`src/rtl/alu_pkg.sv`:
```
// Shared definitions for the ALU self-test engine: opcode map, datapath widths
// and the sequencer state encoding.
package alu_pkg;
    localparam int ALU_W = 4;
    localparam int RES_W = 5;

    localparam logic [3:0] OP_ADD  = 4'd0;
    localparam logic [3:0] OP_SUB  = 4'd1;
    localparam logic [3:0] OP_AND  = 4'd2;
    localparam logic [3:0] OP_OR   = 4'd3;
    localparam logic [3:0] OP_XOR  = 4'd4;
    localparam logic [3:0] OP_NOT  = 4'd5;
    localparam logic [3:0] OP_NAND = 4'd6;
    localparam logic [3:0] OP_NOR  = 4'd7;
    localparam logic [3:0] OP_XNOR = 4'd8;
    localparam logic [3:0] OP_INC  = 4'd9;
    localparam logic [3:0] OP_DEC  = 4'd10;
    localparam logic [3:0] OP_SHL  = 4'd11;
    localparam logic [3:0] OP_SHR  = 4'd12;
    localparam logic [3:0] OP_PASA = 4'd13;
    localparam logic [3:0] OP_PASB = 4'd14;
    localparam logic [3:0] OP_ZERO = 4'd15;

    typedef enum logic [1:0] {
        ST_IDLE  = 2'd0,
        ST_WAIT  = 2'd1,
        ST_CHECK = 2'd2,
        ST_DONE  = 2'd3
    } state_t;
endpackage

```
`src/rtl/alu_bist_sequencer_if.sv`:
```
// Stimulus/response bus between the self-test sequencer (master) and the ALU
// under test (slave).
interface alu_bist_sequencer_if;
    import alu_pkg::*;

    logic [ALU_W-1:0] alu_s;
    logic [ALU_W-1:0] alu_a;
    logic [ALU_W-1:0] alu_b;
    logic [RES_W-1:0] alu_result;

    modport master (output alu_s, output alu_a, output alu_b, input alu_result);
    modport slave  (input alu_s, input alu_a, input alu_b, output alu_result);
endinterface

```
`src/rtl/alu_ref_model.sv`:
```
// Combinational golden model of the 4-bit ALU; arithmetic is zero-extended to
// 5 bits and wraps mod 32, so bit4 carries the borrow for SUB/DEC.
module alu_ref_model
    import alu_pkg::*;
(
    input  logic [ALU_W-1:0] i_s,
    input  logic [ALU_W-1:0] i_a,
    input  logic [ALU_W-1:0] i_b,
    output logic [RES_W-1:0] o_result
);
    logic [RES_W-1:0] w_a;
    logic [RES_W-1:0] w_b;

    assign w_a = {1'b0, i_a};
    assign w_b = {1'b0, i_b};

    // Opcode decode to expected 5-bit result
    always_comb begin
        o_result = 5'd0;
        case (i_s)
            OP_ADD:  o_result = w_a + w_b;
            OP_SUB:  o_result = w_a - w_b;
            OP_AND:  o_result = {1'b0, i_a & i_b};
            OP_OR:   o_result = {1'b0, i_a | i_b};
            OP_XOR:  o_result = {1'b0, i_a ^ i_b};
            OP_NOT:  o_result = {1'b0, ~i_a};
            OP_NAND: o_result = {1'b0, ~(i_a & i_b)};
            OP_NOR:  o_result = {1'b0, ~(i_a | i_b)};
            OP_XNOR: o_result = {1'b0, ~(i_a ^ i_b)};
            OP_INC:  o_result = w_a + 5'd1;
            OP_DEC:  o_result = w_a - 5'd1;
            OP_SHL:  o_result = {i_a, 1'b0};
            OP_SHR:  o_result = {2'b00, i_a[3:1]};
            OP_PASA: o_result = w_a;
            OP_PASB: o_result = w_b;
            OP_ZERO: o_result = 5'd0;
            default: o_result = 5'd0;
        endcase
    end
endmodule

```
`src/rtl/alu_bist_sequencer.sv`:
```
// Built-in self-test sequencer: sweeps all 4096 {S,A,B} vectors into the ALU,
// checks each settled result against the golden model and logs mismatches.
module alu_bist_sequencer
    import alu_pkg::*;
#(
    parameter int SETTLE_CYCLES = 1,
    parameter int STOP_ON_FAIL  = 0,
    parameter int ERR_W         = 13
) (
    input  logic                        clk,
    input  logic                        rst,
    input  logic                        start,
    alu_bist_sequencer_if.master        bus,
    output logic                        busy,
    output logic                        done,
    output logic                        pass,
    output logic [ERR_W-1:0]            err_count,
    output logic [11:0]                 first_fail,
    output logic                        first_fail_valid
);
    localparam int WAIT_W = (SETTLE_CYCLES > 1) ? $clog2(SETTLE_CYCLES) : 1;
    localparam logic [WAIT_W-1:0] WAIT_LAST = WAIT_W'(SETTLE_CYCLES - 1);

    state_t             r_state;
    logic [11:0]        r_idx;
    logic [WAIT_W-1:0]  r_wait;
    logic [ERR_W-1:0]   r_err;
    logic [11:0]        r_ff;
    logic               r_ffv;
    logic               r_busy;
    logic               r_done;
    logic               r_pass;

    logic [RES_W-1:0]   w_expected;
    logic               w_mismatch;
    logic [ERR_W-1:0]   w_err_next;
    logic               w_last;

    alu_ref_model u_ref (
        .i_s      (r_idx[11:8]),
        .i_a      (r_idx[7:4]),
        .i_b      (r_idx[3:0]),
        .o_result (w_expected)
    );

    assign w_mismatch = (bus.alu_result != w_expected);
    assign w_last     = (r_idx == 12'hFFF) || ((STOP_ON_FAIL != 0) && w_mismatch);

    // Saturating error count including the vector currently being checked
    always_comb begin
        if (w_mismatch && !(&r_err)) begin
            w_err_next = r_err + ERR_W'(1);
        end else begin
            w_err_next = r_err;
        end
    end

    // Sequencer FSM, vector index, settle counter and result capture
    always_ff @(posedge clk) begin
        if (rst) begin
            r_state <= ST_IDLE;
            r_idx   <= 12'd0;
            r_wait  <= '0;
            r_err   <= '0;
            r_ff    <= 12'd0;
            r_ffv   <= 1'b0;
            r_busy  <= 1'b0;
            r_done  <= 1'b0;
            r_pass  <= 1'b0;
        end else begin
            case (r_state)
                ST_IDLE, ST_DONE: begin
                    if (start) begin
                        r_state <= ST_WAIT;
                        r_idx   <= 12'd0;
                        r_wait  <= '0;
                        r_err   <= '0;
                        r_ffv   <= 1'b0;
                        r_busy  <= 1'b1;
                        r_done  <= 1'b0;
                        r_pass  <= 1'b0;
                    end
                end
                ST_WAIT: begin
                    if (r_wait == WAIT_LAST) begin
                        r_wait  <= '0;
                        r_state <= ST_CHECK;
                    end else begin
                        r_wait  <= r_wait + WAIT_W'(1);
                    end
                end
                ST_CHECK: begin
                    r_err <= w_err_next;
                    if (w_mismatch && !r_ffv) begin
                        r_ff  <= r_idx;
                        r_ffv <= 1'b1;
                    end
                    // Final vector (or early stop) freezes alu_* on the last one checked
                    if (w_last) begin
                        r_state <= ST_DONE;
                        r_busy  <= 1'b0;
                        r_done  <= 1'b1;
                        r_pass  <= (w_err_next == {ERR_W{1'b0}});
                    end else begin
                        r_idx   <= r_idx + 12'd1;
                        r_state <= ST_WAIT;
                    end
                end
                default: begin
                    r_state <= ST_IDLE;
                end
            endcase
        end
    end

    assign bus.alu_s        = r_idx[11:8];
    assign bus.alu_a        = r_idx[7:4];
    assign bus.alu_b        = r_idx[3:0];
    assign busy             = r_busy;
    assign done             = r_done;
    assign pass             = r_pass;
    assign err_count        = r_err;
    assign first_fail       = r_ff;
    assign first_fail_valid = r_ffv;
endmodule
```
`src/flat_wrapper.sv`:
```
// flat-port wrapper written by rule: the top's interface ports become plain ports
module alu_bist_sequencer_flat import alu_pkg::*;
#(
    parameter int SETTLE_CYCLES = 1,
    parameter int STOP_ON_FAIL  = 0,
    parameter int ERR_W         = 13
)
  (clk, rst, start, busy, done, pass, err_count, first_fail, first_fail_valid, bus_alu_s, bus_alu_a, bus_alu_b, bus_alu_result);
  alu_bist_sequencer_if bus_i ();
  input  logic clk;
  input  logic rst;
  input  logic start;
  output logic busy;
  output logic done;
  output logic pass;
  output logic [ERR_W-1:0] err_count;
  output logic [11:0] first_fail;
  output logic first_fail_valid;
  output wire logic [$bits(bus_i.alu_s)-1:0] bus_alu_s;
  output wire logic [$bits(bus_i.alu_a)-1:0] bus_alu_a;
  output wire logic [$bits(bus_i.alu_b)-1:0] bus_alu_b;
  input wire logic [$bits(bus_i.alu_result)-1:0] bus_alu_result;
  assign bus_alu_s = bus_i.alu_s;
  assign bus_alu_a = bus_i.alu_a;
  assign bus_alu_b = bus_i.alu_b;
  assign bus_i.alu_result = bus_alu_result;
  alu_bist_sequencer #(.SETTLE_CYCLES(SETTLE_CYCLES), .STOP_ON_FAIL(STOP_ON_FAIL), .ERR_W(ERR_W)) u_core (.clk(clk), .rst(rst), .start(start), .bus(bus_i), .busy(busy), .done(done), .pass(pass), .err_count(err_count), .first_fail(first_fail), .first_fail_valid(first_fail_valid));
endmodule
```
`config.mk`:
```
export PLATFORM = sky130hd
export DESIGN_NAME = alu_bist_sequencer_flat
export DESIGN_NICKNAME = d
export VERILOG_FILES = /design/src/rtl/alu_pkg.sv /design/src/rtl/alu_bist_sequencer_if.sv /design/src/rtl/alu_ref_model.sv /design/src/rtl/alu_bist_sequencer.sv /design/src/flat_wrapper.sv
export SDC_FILE = /design/constraint.sdc
export NUM_CORES = 1
export LEC_CHECK = 0
export ABC_AREA = 0
export CAP_MARGIN = 5
export CORE_MARGIN = 3
export CORE_UTILIZATION = 49
export CTS_CLUSTER_SIZE = 12
export DETAILED_ROUTE_END_ITERATION = 6
export PLACE_DENSITY = 0.77
export SETUP_SLACK_MARGIN = 0.2
export SLEW_MARGIN = 20
export SYNTH_ARGS = -nofsm -noshare
export SYNTH_HDL_FRONTEND = slang
export SYNTH_SLANG_ARGS = --single-unit
```
`constraint.sdc`:
```
create_clock -name clk -period 5.55 [get_ports clk]
set_input_delay 0.555 -clock clk [delete_from_list [all_inputs] [get_ports clk]]
set_output_delay 0.555 -clock clk [all_outputs]
set_load 0.01 [all_outputs]
```
==> flow_metrics.tcl, run 1 <==
set metrics [dict create \
    critical-path-top-delay-family "simple AND/OR/NAND/NOR gates" \
    synth_nets 461 \
    cts_hold_buf 0 \
    pwr-share-comb 0.412 \
    status "finished, final reports clean" \
    vias 3466 \
    powerDensity_nw_per_um2 272 \
    swShare 0.366 \
    die_h_um 89.2 \
    h-tree-depth 2 \
    clock_sinks 43 \
    r2r-start "u_core.r_idx[8]$_SDFFE_PP0P_" \
    p_seq_frac 0.316 \
    numCtsBuffers 5 \
    met2_usage 0.401 \
    syn_area_um2 3390 \
    core_um2 6530 \
    endpoint "u_core.first_fail[4]$_SDFFE_PP0P_" \
    die-area_um2 7960 \
    finalCritPeriodShare 0.832 \
    rows 29 \
    cpMaxStageDelayCell "dfxtp_1" \
    slew_headroom 0.302 \
    drc 0 \
    use_met3 0.0304 \
    placed_cell_area_um2 3850 \
    vdd_ir_drop_max_v 0.000321 \
    async_reset_ff_frac 0 \
    clk_pin_slew_worst_paths_ns 0.09 \
    netlist_top_cells_area "dfxtp_1 25%, ha_1 6.3%, nor2_1 5.3%" \
    diodes 0 \
    worst_pin_slew_ns 1.04 \
    seq_area_frac_synth 0.254 \
    pwr-share-clk 0.272 \
    clockBufferDepth 2 \
    die_w_um 89.2 \
    hold_viol_final 0 \
    syn_avg_cell_area_um2 7.80 \
    gr-usage-all-layers 0.251 \
    cts_tree "done" \
    synthToLayoutAreaGrowth_pct 17.4 \
    io_buffers 48 \
    grt_busiest_layer "met2" \
    layout_common_cells "48 x nor2_1, 48 x clkdlybuf4s50_1, 43 x dfxtp_1, 28 x nand2_1, 25 x a21oi_1" \
    final_area_um2 3990 \
    maxSlewViolCount 0 \
    grt_max_degree 30 \
    wl_per_cell_um 17.8 \
    cts_root_buffer "clkbuf_8" \
    p_sw_w 0.000397 \
    max_freq_ghz 0.217 \
    synth_ff_type "dfxtp_1" \
    layout_min_cycle_time_ns 4.62 \
    synth_edf_count 0 \
    use_met1 0.357 \
    antenna_found_initial 0 \
    n_fill_cell 582 \
    ys_types 73 \
    drt-total-wl_um 9650 \
    grt_pass1_wl_um 15900 \
    path_buf_inv 1 \
    initial_core_util 0.520 \
    drt-initial-drc-count 347 \
    cts-resized-gates 0 \
    gp_congestion 0.922 \
    synth_top_area_share 0.254 \
    drtAntennaViolNets 0 \
    critPathMaxStageDelay_ns 0.73 \
    hpwl_um 6910 \
    internal_power_w 0.000687 \
    post_cts_buffers 0 \
    grt_pass1_vias 3161 \
    rr_endpoint "u_core.first_fail[4]$_SDFFE_PP0P_" \
    fin_tns_setup_ns 0 \
    worst_setup_path_end_kind "flip-flop" \
    maxCapViolCount 0 \
    drt_pre_antenna_iters 5 \
    overflow 0 \
    netlist_instances 435 \
    drive_above_1_share 0.0472 \
    crit_fanout 18 \
    critPathKind "flip-flop to flip-flop" \
    clock_latency_ns 0.30 \
    worstSetupStartpointType "flip-flop" \
    hold_class "flip-flop to flip-flop" \
    nNetsFinal 491 \
    required_ns 5.70 \
    leakagePower_nw 1.48 \
    critPathArrivalTime_ns 4.77 \
    finalClockSkew_ns 0.00574 \
    crit_start "u_core.r_idx[8]$_SDFFE_PP0P_" \
    ys_seq_elements 43 \
    finalSetupViolCount 0 \
    r2r_slack_ns 0.93 \
    ios 49 \
    finalPower_w 0.00108 \
    rsz0062_at_grt "no" \
    synth_top_area_cell "dfxtp_1" \
    place_ws_ns 1.03 \
    fin_ws_ns 0.935 \
    path_cells "inv_1, nor3_1, o22ai_1, ha_1, a21oi_1, and2_1, mux2_2, a311o_1, o2111a_1, nand3_1, nand3b_1, mux2i_1, nor2_1" \
    vias_per_cell 6.38 \
    cp.depth 13 \
    r2r_cells 13 \
    ys_warn_count 0 \
]
[cell families after synthesis]
family / share of synthesized area
fa+ha+maj: 0.0686
buf+inv: 0.0722
simple gates: 0.250
compound gates: 0.252
mux: 0.0542
flops: 0.254
xor+xnor: 0.0490
[layer usage]
| layer | vias up | part of all wire |
|---|---|---|
| met5 | - | 0 |
| met4 | 0 | 0.016 |
| met3 | 13 | 0.065 |
| met2 | 167 | 0.46 |
| met1 | 1626 | 0.46 |
| li1 | 1660 | - |
[worst min path at each step]
| stage | startpoint | to | slack (ns) | depth (start not counted) |
|---|---|---|---|---|
| 6_report | u_core.done$_SDFFE_PP0P_ | u_core.done$_SDFFE_PP0P_ | 0.50 | 2 |
| 4_1_cts | u_core.done$_SDFFE_PP0P_ | u_core.done$_SDFFE_PP0P_ | 0.50 | 2 |
| 3_3_place_gp | u_core.done$_SDFFE_PP0P_ | u_core.done$_SDFFE_PP0P_ | 0.47 | 2 |
| 3_5_place_dp | u_core.done$_SDFFE_PP0P_ | u_core.done$_SDFFE_PP0P_ | 0.47 | 2 |
| 2_1_floorplan | u_core.r_state[0]$_SDFFE_PP0P_ | u_core.r_state[0]$_SDFFE_PP0P_ | 0.49 | 2 |
| 5_1_grt | u_core.done$_SDFFE_PP0P_ | u_core.done$_SDFFE_PP0P_ | 0.53 | 2 |
[state kept, by name, summed over array words and instances (netlist names)]
| register | cells |
|---|---|
| u_core.err_count | 13 |
| u_core.first_fail | 12 |
| u_core.pass | 1 |
| u_core.busy | 1 |
| u_core.r_state | 2 |
| u_core.r_idx | 12 |
| u_core.done | 1 |
| u_core.first_fail_valid | 1 |
[per-stage QoR]
step | util | hold slack [ns] | instances
3_3_place_gp | 0.589 | 0.466 | 535
3_5_place_dp | 0.589 | 0.468 | 535
5_1_grt | 0.610 | 0.529 | 543
4_1_cts | 0.610 | 0.502 | 543
2_1_floorplan | - | 0.495 | 435
6_report | 0.610 | 0.504 | 543
[power by group through the flow]
| stage | clock network, W | logic (W) | registers (W) |
|---|---|---|---|
| 3_5_place_dp | 0 | 0.000437 | 0.000349 |
| 4_1_cts | 0.000296 | 0.000439 | 0.000342 |
| 5_1_grt | 0.000309 | 0.000494 | 0.000345 |
| 2_1_floorplan | 0 | 0.000326 | 0.000350 |
| 3_3_place_gp | 0 | 0.000430 | 0.000348 |
| 6_report | 0.000295 | 0.000447 | 0.000342 |
[cell type report]
cell class,count,area (um2),share of cell area
sequential,43,861,0.216
clock buffer,5,68.8,0.0173
clock inverter,3,67.6,0.0169
inverter,23,86.3,0.0217
multi-input combinational,339,2290,0.574
tap,77,96.3,0.0242
timing repair buffer,53,518,0.130
[synth_stat cells, drive strengths merged, types with 3 or more instances]
library cell and instances:
a211o 4, a211oi 7, a21o 4, a21oi 25, a31o 3, a31oi 5, and2 5, and3 9
and3b 3, buf 16, clkbuf 14, dfxtp 43, ha 17, inv 22, mux2 3, mux2i 15
nand2 28, nand2b 7, nand3 9, nand3b 4, nand4 10, nand4b 3, nor2 48, nor2b 6
nor3 12, nor4 3, o2111ai 3, o211a 3, o211ai 5, o21ai 19, o221ai 3, o22ai 5
o31a 6, o31ai 4, or3 3, or4 5, xnor2 15, xor2 4
[worst reg2reg max path, stage by stage, from the launching register on]
cell and delay (ns):
dfxtp_1 0.73, inv_1 0.33, nor3_1 0.32, o22ai_1 0.13, ha_1 0.35, a21oi_1 0.30
and2_1 0.24, mux2_2 0.34, a311o_1 0.37, o2111a_1 0.18, nand3_1 0.19, nand3b_1 0.56
mux2i_1 0.35, nor2_1 0.06
Power figures use the tool's default switching activity.
==> inputs of run 2 (changes only) <==
- clock period: 5.55 -> 4.6 ns (I/O delays scaled with it)
==> run 2 against run 1 <==
  * Final cell count rose by 1.3%
  * Setup slack lost 0.49 ns
  * Sequential power up 21%
  * Power increased by 10%
  * Register-to-register slack worse by 0.49 ns
  * Critical endpoint is now u_core.pass$_SDFFE_PP0P_
  * Largest cell class unchanged
  * Largest power group unchanged
  * Highest routed layer unchanged
==> flow_metrics.tcl, run 2 (same netlist as run 1, synthesis figures left out) <==
set metrics [dict create \
    maxCapViolCount 0 \
    clk_pin_slew_worst_paths_ns 0.08 \
    overflow 0 \
    layout_min_cycle_time_ns 4.15 \
    utilization 0.611 \
    cts_tree "done" \
    leakagePower_nw 1.50 \
    worst_setup_path_end_kind "flip-flop" \
    drt-total-wl_um 9860 \
    drive_above_1_share 0.0740 \
    h-tree-depth 2 \
    core_um2 6530 \
    largest_reg_flops 13 \
    rows 29 \
    hold_end "u_core.done$_SDFFE_PP0P_" \
    slew_headroom 0.529 \
    initial_core_util 0.520 \
    maxSlewViolCount 0 \
    die_h_um 89.2 \
    die_w_um 89.2 \
    hpwl_um 7240 \
    clockBufferDepth 2 \
    vias 3495 \
    diodes 0 \
    worstSetupStartpointType "flip-flop" \
    status "finished, final reports clean" \
    synthToLayoutAreaGrowth_pct 17.6 \
    grt_pass1_vias 3238 \
    hold_path.startpoint "u_core.done$_SDFFE_PP0P_" \
    io_buffers 48 \
    fin_tns_setup_ns 0 \
    vdd_ir_drop_max_v 0.000376 \
    cts_hold_buf 0 \
    finalCritPeriodShare 0.902 \
    clock_latency_ns 0.30 \
    wl_per_cell_um 17.9 \
    die-area_um2 7960 \
    required_ns 4.80 \
    grt_pass1_wl_um 16200 \
    cts_root_buffer "clkbuf_8" \
    r2r-start "u_core.r_idx[9]$_SDFFE_PP0P_" \
    drt_pre_antenna_iters 7 \
    nNetsFinal 498 \
    final_common_cell "nor2_1" \
    whs_ns 0.483 \
    hold_viol_final 0 \
    layout_common_cells "48 x nor2_1, 47 x clkdlybuf4s50_1, 40 x dfxtp_1, 28 x nand2_1, 25 x a21oi_1" \
    hold_class "flip-flop to flip-flop" \
    worst_pin_slew_ns 0.706 \
    drt-initial-drc-count 346 \
    antenna_found_initial 0 \
    rr_endpoint "u_core.pass$_SDFFE_PP0P_" \
    critPathKind "flip-flop to flip-flop" \
    crit_fanout 21 \
    rsz0062_at_grt "no" \
    numCtsBuffers 5 \
    clock_sinks 43 \
    critPathArrivalTime_ns 4.35 \
    r2r_slack_ns 0.45 \
    finalClockSkew_ns 0.0122 \
    grt_max_degree 31 \
    r2r_cells 13 \
    vias_per_cell 6.35 \
    finalSetupViolCount 0 \
    powerDensity_nw_per_um2 299 \
    n_fill_cell 596 \
    ios 49 \
    drtAntennaViolNets 0 \
    drc 0 \
    min_path_cells 2 \
    gr-usage-all-layers 0.257 \
    max_freq_ghz 0.241 \
    gp_congestion 0.982 \
]
[run 2: area by class of cell]
cell class	count	area [um2]	share of cell area
multi-input combinational	339	2290	0.575
sequential	43	865	0.217
timing repair buffer	60	566	0.142
tap	77	96.3	0.0241
inverter	23	86.3	0.0216
clock buffer	6	72.6	0.0182
clock inverter	2	12.5	0.00313
[run 2: critical path, cell delays in order (launching register included)]
cell      delay, ns
dfxtp_1        0.78
nand2_1        0.24
o31a_1         0.17
o22ai_1        0.15
ha_1           0.29
a21oi_1        0.28
and2_1         0.24
mux2_2         0.34
a311o_1        0.37
o2111a_1       0.18
a31o_2         0.35
o31a_1         0.25
o32a_1         0.17
o31ai_1        0.24
[run 2: per-stage QoR]
step | area (um2) | setup slack (ns) | power, W | instances
after detailed placement | 3900 | 0.352 | 0.000950 | 542
after global placement | 3900 | 0.517 | 0.000939 | 542
after floorplan | 3390 | 0.525 | 0.000815 | 435
after CTS | 3990 | 0.299 | 0.00118 | 550
after global routing | 3990 | 0.233 | 0.00127 | 550
final | 3990 | 0.449 | 0.00119 | 550
[run 2: worst max path at each step]
stage | start | end | slack, ns | depth (start not counted)
2_1_floorplan | u_core.r_idx[9]$_SDFFE_PP0P_ | u_core.err_count[11]$_SDFFE_PP0P_ | 0.52 | 19
5_1_grt | u_core.r_idx[0]$_SDFFE_PP0P_ | u_core.err_count[11]$_SDFFE_PP0P_ | 0.23 | 14
6_report | u_core.r_idx[9]$_SDFFE_PP0P_ | u_core.pass$_SDFFE_PP0P_ | 0.45 | 13
3_5_place_dp | u_core.r_idx[0]$_SDFFE_PP0P_ | u_core.err_count[4]$_SDFFE_PP0P_ | 0.35 | 14
3_3_place_gp | u_core.r_idx[1]$_SDFFE_PP0P_ | u_core.err_count[4]$_SDFFE_PP0P_ | 0.52 | 14
4_1_cts | u_core.r_idx[0]$_SDFFE_PP0P_ | u_core.err_count[4]$_SDFFE_PP0P_ | 0.30 | 14
[run 2: power breakdown]
group	leakage [nW]	switching, W	internal, W
logic	1.11	0.000324	0.000222
registers	0.349	0.0000201	0.000393
clock network	0.0412	0.000129	0.000106
total	1.50	0.000473	0.000721
[run 2: repair_timing]
action,CTS,global route
gates resized for setup,0,7
buffers inserted,0,0
endpoints found under the setup margin,0,11
[run 2: per-layer routing]
| layer | global-route usage | part of all wire |
|---|---|---|
| met5 | 0 | 0 |
| met4 | 0.0609 | 0.012 |
| met3 | 0.0396 | 0.069 |
| met2 | 0.417 | 0.47 |
| met1 | 0.359 | 0.45 |
==> inputs of run 3 (changes only) <==
- CELL_PAD_IN_SITES_DETAIL_PLACEMENT: not set -> 0
- CELL_PAD_IN_SITES_GLOBAL_PLACEMENT: not set -> 1
- CORE_UTILIZATION: 49 -> 41
- PLACE_DENSITY: 0.77 -> 0.85
==> run 3 against run 2 <==
  * Non-clock buffer count increased by 3
  * Wire length increased by 0.90%
  * Sequential share of layout area decreased by 0.50 points
  * Die area increased by 18%
  * Clock power increased by 36%
  * Sequential power about the same
  * Critical path type unchanged
  * Largest power group unchanged
==> flow_metrics.tcl, run 3 (same netlist as run 1, synthesis figures left out) <==
set metrics [dict create \
    status "finished, final reports clean" \
    gp_congestion 0.925 \
    ios 49 \
    grt_max_degree 30 \
    place_ws_ns 0.312 \
    worst_pin_slew_ns 0.660 \
    initial_core_util 0.430 \
    grt_pass1_vias 3161 \
    gr-usage-all-layers 0.206 \
    clock_latency_ns 0.31 \
    required_ns 4.83 \
    diodes 0 \
    critPathArrivalTime_ns 4.38 \
    vias 3423 \
    cpMaxStageDelayCell "dfxtp_2" \
    fin_tns_setup_ns 0 \
    drt_pre_antenna_iters 5 \
    clk_pin_slew_worst_paths_ns 0.09 \
    core_um2 7890 \
    r2r-start "u_core.r_idx[1]$_SDFFE_PP0P_" \
    powerDensity_nw_per_um2 312 \
    n_fill_cell 765 \
    numCtsBuffers 5 \
    slew_headroom 0.557 \
    path_buf_inv 2 \
    vias_per_cell 5.92 \
    drt-total-wl_um 9950 \
    final_common_cell "nor2_1" \
    worst_setup_path_end_kind "flip-flop" \
    drt-initial-drc-count 330 \
    final_area_um2 4100 \
    wl_per_cell_um 17.2 \
    cts_root_buffer "clkbuf_8" \
    layout_min_cycle_time_ns 4.16 \
    rows 32 \
    drc 0 \
    drive_above_1_share 0.0840 \
    critPathKind "flip-flop to flip-flop" \
    crit_fanout 8 \
    synthToLayoutAreaGrowth_pct 20.7 \
    hold_end "u_core.done$_SDFFE_PP0P_" \
    whs_ns 0.490 \
    rr_endpoint "u_core.pass$_SDFFE_PP0P_" \
    drtAntennaViolNets 0 \
    die_w_um 97.0 \
    hold_path.startpoint "u_core.done$_SDFFE_PP0P_" \
    r2r_slack_ns 0.44 \
    hold_viol_final 0 \
    path_cells "inv_1, ha_1, a21boi_1, o221ai_2, fa_1, nand3_1, and2_1, mux2_2, a311o_1, o2111ai_1, o31a_1, buf_4, and4_1, o22ai_1, o31ai_1" \
    max_freq_ghz 0.241 \
    maxSlewViolCount 0 \
    die-area_um2 9410 \
    worstSetupStartpointType "flip-flop" \
    finalSetupViolCount 0 \
    finalClockSkew_ns 0.00630 \
    maxCapViolCount 0 \
    layout_common_cells "48 x nor2_1, 47 x clkdlybuf4s50_1, 38 x dfxtp_1, 28 x nand2_1, 25 x a21oi_1" \
    hpwl_um 7160 \
    cts_tree "done" \
    cts_hold_buf 0 \
    placed_cell_area_um2 3970 \
    critical-path-top-delay-family "compound AO/OA/AOI/OAI gates" \
    utilization 0.520 \
    min_path_cells 2 \
    critPathMaxStageDelay_ns 0.45 \
    leakagePower_nw 1.54 \
    io_buffers 48 \
    rsz0062_at_grt "no" \
    hold_class "flip-flop to flip-flop" \
    grt_pass1_wl_um 16300 \
    vdd_ir_drop_max_v 0.000292 \
    clockBufferDepth 2 \
    finalCritPeriodShare 0.904 \
    die_h_um 97.0 \
    clock_sinks 43 \
    antenna_found_initial 0 \
    nNetsFinal 501 \
    largest_reg_flops 13 \
    overflow 0 \
    fin_ws_ns 0.444 \
    r2r_cells 15 \
    h-tree-depth 2 \
]
[run 3: cell count changes in the layout (fill, tap and decap cells not counted), sizes merged]
cell / change
clkinv: -1
inv: +1
clkinvlp: -1
buf: +3
bufinv: +1
[run 3: per-stage QoR]
| stage | power (W) | std cells |
|---|---|---|
| after floorplan | 0.000815 | 435 |
| after global placement | 0.000949 | 570 |
| after detailed placement | 0.000952 | 570 |
| after CTS | 0.00128 | 578 |
| after global routing | 0.00137 | 578 |
| final | 0.00128 | 578 |
[run 3: metal layers]
metal	share of wire	GRT usage	routed length, um
met4	0.016	0.0605	162
met1	0.49	0.304	4890
met2	0.45	0.313	4440
met5	0	0	0
met3	0.046	0.0274	460
[run 3: worst max path at each step]
| stage | start | end | slack, ns | cells past startpoint |
|---|---|---|---|---|
| 5_1_grt | u_core.r_idx[0]$_SDFFE_PP0P_ | u_core.pass$_SDFFE_PP0P_ | 0.22 | 15 |
| 6_report | u_core.r_idx[1]$_SDFFE_PP0P_ | u_core.pass$_SDFFE_PP0P_ | 0.44 | 15 |
| 4_1_cts | u_core.r_idx[1]$_SDFFE_PP0P_ | u_core.pass$_SDFFE_PP0P_ | 0.29 | 14 |
| 3_5_place_dp | u_core.r_idx[1]$_SDFFE_PP0P_ | u_core.pass$_SDFFE_PP0P_ | 0.31 | 14 |
| 2_1_floorplan | u_core.r_idx[9]$_SDFFE_PP0P_ | u_core.err_count[11]$_SDFFE_PP0P_ | 0.52 | 19 |
| 3_3_place_gp | u_core.r_idx[1]$_SDFFE_PP0P_ | u_core.pass$_SDFFE_PP0P_ | 0.37 | 14 |
[run 3: layout make-up]
class,count,area [um2],share of cell area
clock inverters,2,38.8,0.00947
flip-flops and latches,43,867,0.212
multi-input cells,339,2290,0.560
repair buffers,63,601,0.147
well taps,102,128,0.0311
inverters,23,86.3,0.0211
clock buffers,6,82.6,0.0202
[run 3: worst min-delay path: cells and delay by family, from the launching register on]
kind / cells / cell delay (ns)
flops: 1 / 0.34
compound gates: 1 / 0.05
simple gates: 1 / 0.07
[run 3: where the power goes]
group          leakage (nW)  total, W  internal [W]  switching [W]
Sequential            0.350  0.000413      0.000393      0.0000196
Combinational          1.13  0.000545      0.000225       0.000320
Clock                0.0618  0.000322      0.000179       0.000143
Total                  1.54   0.00128      0.000797       0.000483
[run 3: repair_timing]
action	CTS	global route
endpoints found under the setup margin	0	8
buffers inserted	0	0
endpoints found under the hold margin	0	0
gates resized for setup	0	8
